`config.mk`:
```
export PLATFORM = sky130hd
export DESIGN_NAME = fpga_rst_seq
export DESIGN_NICKNAME = d
export VERILOG_FILES = /design/src/rtl/fpga_rst_seq.sv
export SDC_FILE = /design/constraint.sdc
export NUM_CORES = 1
export LEC_CHECK = 0
export CAP_MARGIN = 0
export CELL_PAD_IN_SITES_DETAIL_PLACEMENT = 1
export CELL_PAD_IN_SITES_GLOBAL_PLACEMENT = 2
export CORE_MARGIN = 2
export CORE_UTILIZATION = 39
export CTS_BUF_LIST = sky130_fd_sc_hd__clkbuf_4 sky130_fd_sc_hd__clkbuf_8 sky130_fd_sc_hd__clkbuf_16
export CTS_CLUSTER_DIAMETER = 120
export DETAILED_ROUTE_END_ITERATION = 8
export HOLD_SLACK_MARGIN = 0.06
export PLACE_DENSITY = 0.8
export SLEW_MARGIN = 30
export SYNTH_ARGS = -nofsm -noshare
export SYNTH_HDL_FRONTEND = slang
export SYNTH_SLANG_ARGS = --single-unit
```
`constraint.sdc`:
```
create_clock -name core_clk -period 6.92 [get_ports core_clk]
set_input_delay 1.384 -clock core_clk [delete_from_list [all_inputs] [get_ports core_clk]]
set_output_delay 1.384 -clock core_clk [all_outputs]
set_load 0.005 [all_outputs]
```
`src/rtl/fpga_rst_seq.sv`:
```
// ============================================================================
// fpga_rst_seq : PLL-lock filtered, staged reset sequencer with status outputs
// Rev 1.0
// ============================================================================
`timescale 1ns/1ps
`default_nettype none

module fpga_rst_seq #(
  parameter int NrRstOut = 3,
  parameter int LockFilt = 64,
  parameter int RelDelay = 16,
  parameter int HoldMin  = 32,
  parameter int HbDiv    = 12_500_000
) (
  input  logic                core_clk,
  input  logic                sys_rst_n,
  input  logic                pll_locked_i,
  input  logic                ndmreset_i,
  input  logic                sw_rst_req_i,
  output logic                dm_rst_no,
  output logic [NrRstOut-1:0] rst_no,
  output logic [2:0]          state_o,
  output logic                heartbeat_o,
  output logic [7:0]          lock_lost_cnt_o
);

  localparam int MaxFr  = (LockFilt > RelDelay) ? LockFilt : RelDelay;
  localparam int MaxFrh = (MaxFr > HoldMin) ? MaxFr : HoldMin;
  localparam int MaxCnt = (MaxFrh > HbDiv) ? MaxFrh : HbDiv;
  localparam int CntW   = $clog2(MaxCnt);
  localparam int StgW   = (NrRstOut > 1) ? $clog2(NrRstOut) : 1;

  localparam logic [CntW-1:0] FiltLast = CntW'(LockFilt - 1);
  localparam logic [CntW-1:0] RelLast  = CntW'(RelDelay - 1);
  localparam logic [CntW-1:0] HoldLast = CntW'(HoldMin - 1);
  localparam logic [CntW-1:0] HbLast   = CntW'(HbDiv - 1);
  localparam logic [StgW-1:0] StgLast  = StgW'(NrRstOut - 1);

  typedef enum logic [2:0] {
    WAIT_LOCK = 3'd0,
    FILTER    = 3'd1,
    RELEASE   = 3'd2,
    RUN       = 3'd3,
    HOLD      = 3'd4
  } state_t;

  state_t              state, state_nxt;
  logic                lock_meta, lock_s;
  logic [CntW-1:0]     cnt, cnt_nxt;
  logic [StgW-1:0]     stg, stg_nxt;
  logic                dm_rst_n, dm_rst_n_nxt;
  logic [NrRstOut-1:0] rst_n, rst_n_nxt;
  logic                hb, hb_nxt;
  logic [7:0]          lost_cnt, lost_cnt_nxt;
  logic                lose_lock, enter_hold;

  always_ff @(posedge core_clk or negedge sys_rst_n) begin
    if (!sys_rst_n) begin
      lock_meta <= 1'b0;
      lock_s    <= 1'b0;
      state     <= WAIT_LOCK;
      cnt       <= '0;
      stg       <= '0;
      dm_rst_n  <= 1'b0;
      rst_n     <= '0;
      hb        <= 1'b0;
      lost_cnt  <= 8'd0;
    end else begin
      lock_meta <= pll_locked_i;
      lock_s    <= lock_meta;
      state     <= state_nxt;
      cnt       <= cnt_nxt;
      stg       <= stg_nxt;
      dm_rst_n  <= dm_rst_n_nxt;
      rst_n     <= rst_n_nxt;
      hb        <= hb_nxt;
      lost_cnt  <= lost_cnt_nxt;
    end
  end

  always_comb begin
    state_nxt    = state;
    cnt_nxt      = cnt;
    stg_nxt      = stg;
    dm_rst_n_nxt = dm_rst_n;
    rst_n_nxt    = rst_n;
    hb_nxt       = hb;
    lost_cnt_nxt = lost_cnt;
    lose_lock    = ((state == RELEASE) || (state == RUN) || (state == HOLD)) && !lock_s;
    enter_hold   = ((state == RELEASE) || (state == RUN)) && (ndmreset_i || sw_rst_req_i);

    unique case (state)
      WAIT_LOCK: begin
        dm_rst_n_nxt = 1'b0;
        rst_n_nxt    = '0;
        hb_nxt       = 1'b0;
        cnt_nxt      = '0;
        if (lock_s) state_nxt = FILTER;
      end
      FILTER: begin
        if (!lock_s) begin
          state_nxt = WAIT_LOCK;
          cnt_nxt   = '0;
        end else if (cnt == FiltLast) begin
          dm_rst_n_nxt = 1'b1;
          state_nxt    = RELEASE;
          cnt_nxt      = '0;
          stg_nxt      = '0;
        end else begin
          cnt_nxt = cnt + CntW'(1);
        end
      end
      RELEASE: begin
        if (cnt == RelLast) begin
          for (int i = 0; i < NrRstOut; i++) begin
            if (stg == StgW'(i)) rst_n_nxt[i] = 1'b1;
          end
          cnt_nxt = '0;
          if (stg == StgLast) state_nxt = RUN;
          else                stg_nxt   = stg + StgW'(1);
        end else begin
          cnt_nxt = cnt + CntW'(1);
        end
      end
      RUN: begin
        if (cnt == HbLast) begin
          hb_nxt  = !hb;
          cnt_nxt = '0;
        end else begin
          cnt_nxt = cnt + CntW'(1);
        end
      end
      HOLD: begin
        // A fresh software request re-arms the full minimum hold time.
        if (sw_rst_req_i) begin
          cnt_nxt = '0;
        end else if (cnt == HoldLast) begin
          if (!ndmreset_i) begin
            state_nxt = RELEASE;
            cnt_nxt   = '0;
            stg_nxt   = '0;
          end
        end else begin
          cnt_nxt = cnt + CntW'(1);
        end
      end
      default: begin
        state_nxt    = WAIT_LOCK;
        cnt_nxt      = '0;
        stg_nxt      = '0;
        dm_rst_n_nxt = 1'b0;
        rst_n_nxt    = '0;
        hb_nxt       = 1'b0;
      end
    endcase

    // Later overrides win: lock loss outranks a hold request.
    if (enter_hold) begin
      state_nxt = HOLD;
      rst_n_nxt = '0;
      cnt_nxt   = '0;
      hb_nxt    = 1'b0;
    end
    if (lose_lock) begin
      state_nxt    = WAIT_LOCK;
      cnt_nxt      = '0;
      stg_nxt      = '0;
      dm_rst_n_nxt = 1'b0;
      rst_n_nxt    = '0;
      hb_nxt       = 1'b0;
      if (lost_cnt != 8'hFF) lost_cnt_nxt = lost_cnt + 8'd1;
    end
  end

  assign state_o         = state;
  assign dm_rst_no       = dm_rst_n;
  assign rst_no          = rst_n;
  assign heartbeat_o     = hb;
  assign lock_lost_cnt_o = lost_cnt;

endmodule

`default_nettype wire

```
==> impl_metrics.py <==
metrics = {
    "outcome": {
        "status": "finished clean",
    },
    "power": {
        "p_sw_uw": 256,
        "power.density_nw_per_um2": 265,
        "swShare_pct": 35.0,
        "p_leak_uw": 0.00109,
        "p_comb_share_pct": 31.2,
        "p_int_uw": 475,
        "ir_drop_mv": 0.134,
        "power_frac_clock_pct": 23.8,
        "power.share.sequential_pct": 45.1,
    },
    "floorplanning": {
        "pin_count": 21,
        "initial_core_util_pct": 40.4,
        "core_um2": 5920,
        "fp-row-count": 28,
        "die_h_um": 82.3,
        "die_w_um": 82.3,
        "die-area_um2": 6780,
    },
    "synth": {
        "yosysSeqAreaShare_pct": 46.0,
        "postSynthAreaPerCell_um2": 9.49,
        "syn_inst": 252,
        "ys.flop_type": "dfrtp_1",
        "ys_ff_latch": 44,
        "synth_top_area_share_pct": 46.0,
        "async_flop_share_pct": 100,
        "yosysTopAreaCell": "dfrtp_1",
        "synth-edff-count": 0,
        "synth_area_leaders": "dfrtp_1 (46%), nor2_1 (5.8%), xnor2_1 (5.5%), xor2_1 (4.8%), nand2_1 (2.8%)",
        "syn_nets": 262,
        "ys_warn_count": 0,
        "synth_cell_types": 47,
        "syn-cell-area_um2": 2390,
    },
    "drt": {
        "dr.pass1.iters": 4,
        "vias_per_cell": 5.57,
        "drt_iter0_drc": 54,
        "wl_per_cell_um": 16.5,
        "finalWirelength_mm": 5.73,
        "vias": 1932,
        "drtAntennaViolNets": 0,
        "remaining_drc_errors": 0,
    },
    "critical_path": {
        "rr_startpoint": "cnt[18]",
        "crit_start": "ndmreset_i",
        "crit_type": "primary input to flop",
        "r2r_cells": 6,
        "required_ps": 7110,
        "r2r_setup_slack_ps": 4290,
        "rr_endpoint": "cnt[19]",
        "cp-start-kind": "primary input",
        "setup.worst_path.end": "stg[0]",
        "cp-end-kind": "flop",
        "crit_arrival_ps": 3220,
        "crit_path_max_fanout": 4,
    },
    "timing": {
        "period_share_pct": 43.8,
        "worst_pin_slew_ps": 778,
        "max_freq_ghz": 0.330,
        "holdWs_ps": 378,
        "drv_slew": 0,
        "setup_viol": 0,
        "fin_setup_tns_ps": 0,
        "relSlewSlack_pct": 48.1,
        "finClkSkew_ps": 8.76,
        "min_period_ps": 3030,
        "rsz0062_at_grt": "no",
        "hold_viol": 0,
    },
    "clock_network": {
        "cts_resized": 0,
        "cts_made_buffers": 5,
        "cts_hold_repair.buffers": 0,
        "clk_path_buf_depth": 2,
        "clock_latency_ps": 290,
        "h-tree-depth": 2,
        "cts.sinks": 44,
        "cts-root-buf": "clkbuf_8",
        "post_cts_buffers": 0,
        "cts_tree": "yes",
        "clk_pin_slew_ps": 80,
    },
    "placed_design": {
        "placed_cells": 340,
        "dpl.hpwl_mm": 4.14,
        "io_buffers": 20,
        "place_congestion": 0.812,
    },
    "flow_run": {
        "maxCapViolCount": 0,
    },
    "global_routing": {
        "grt_usage_pct": 19.3,
        "grt_pass1_wl_mm": 9.95,
        "grt_max_degree": 45,
        "antenna_found_initial": 0,
        "grt_remaining_overflow": 0,
        "grt_pass1_vias": 1992,
    },
    "layout": {
        "final_util_pct": 46.5,
        "fillers": 682,
        "drive_gt1_share_pct": 6.62,
        "area_growth_pct": 15.0,
        "nNetsFinal": 282,
        "final_cells": 347,
        "n_antenna_cell": 0,
    },
    "hold_path": {
        "hp-class": "flop to flop",
    },
}
-- kinds of logic (layout without fill, tap and decap cells) --
family                   after synthesis  after routing  synth area share (%)
buffers and inverters                 13             33                  2.14
AND/OR/NAND/NOR                      121            121                  27.1
AO/OA/AOI/OAI                         39             39                  10.9
XOR/XNOR                              28             28                  10.3
multiplexers                           2              2                 0.941
flip-flops                            44             44                  46.0
adder cells (fa/ha/maj)                5              5                  2.62
-- state kept, by name, indices dropped and copies added (netlist names) --
register         flops
dm_rst_no            1
lock_meta            1
cnt                 24
stg                  2
lock_lost_cnt_o      8
state_o              3
heartbeat_o          1
lock_s               1
rst_no               3
-- per-layer routing --
metal / share of wire, % / global-route usage [%]
met1: 52 / 28.3
met2: 44 / 28.7
met3: 2.4 / 3.59
met4: 1.4 / 6.50
met5: 0 / 0
-- final cells by class --
class                           instances  area, µm²  area share [%]
Tap cell                               75       93.8            3.41
Timing Repair Buffer                   20        198            7.19
Clock buffer                            7       96.3            3.50
Multi-Input combinational cell        195       1240            45.1
Inverter                                6       22.5           0.819
Sequential cell                        44       1100            40.0
-- power groups by stage --
stage	registers [µW]	logic [µW]	clock network, µW
5_1_grt	336	260	190
2_1_floorplan	308	161	0
6_report	329	228	174
3_5_place_dp	333	229	0
3_3_place_gp	332	227	0
4_1_cts	328	231	180
-- per-stage QoR --
stage	setup slack (ps)	total power [µW]	cell area, µm²
2_1_floorplan	4140	469	2390
3_3_place_gp	3610	559	2650
3_5_place_dp	3600	563	2660
4_1_cts	3910	740	2750
5_1_grt	3800	785	2750
6_report	3890	730	2750
-- worst min-delay path by stage --
stage | start | endpoint | slack (ps) | depth (start not counted)
finish | lock_meta | lock_s | 380 | 0
global route | lock_meta | lock_s | 390 | 0
CTS | lock_meta | lock_s | 380 | 0
detailed placement | lock_meta | lock_s | 370 | 0
global placement | lock_meta | lock_s | 340 | 0
floorplan | lock_meta | lock_s | 330 | 0
-- layout by cell type (no fill, tap or decap), types with 5 or more instances in the layout --
cell,Yosys,layout
dfrtp_1,44,44
nor3_1,9,9
nand3_1,12,12
and4_1,5,5
and3_1,6,6
a21oi_1,8,8
xnor2_1,15,15
inv_1,6,6
clkdlybuf4s50_1,0,19
o21ai_0,9,9
nand4_1,10,10
nand2_1,18,18
ha_1,5,5
xor2_1,13,13
clkbuf_8,0,7
nor2_1,37,37
-- cell usage after synthesis (all sizes together) (2+ instances only) --
master,instances
nand3,12
o21ai,10
nor3,9
or3,4
dfrtp,44
ha,5
nor2,37
a21boi,2
xor2,13
nand3b,2
nand2b,4
a21oi,8
nor2b,3
nand2,18
mux2,2
o2bb2ai,2
nand4,11
and4,5
nor4,3
and3,6
clkbuf,5
xnor2,15
o22ai,2
buf,2
o21a,2
a31oi,3
inv,6
-- critical path, stage by stage --
cell and delay [ps]:
clkdlybuf4s50_1 470, or4_4 570, a31o_1 240, a221o_1 280
mux2_2 260
Note: power is estimated with default switching activity, not from simulation.
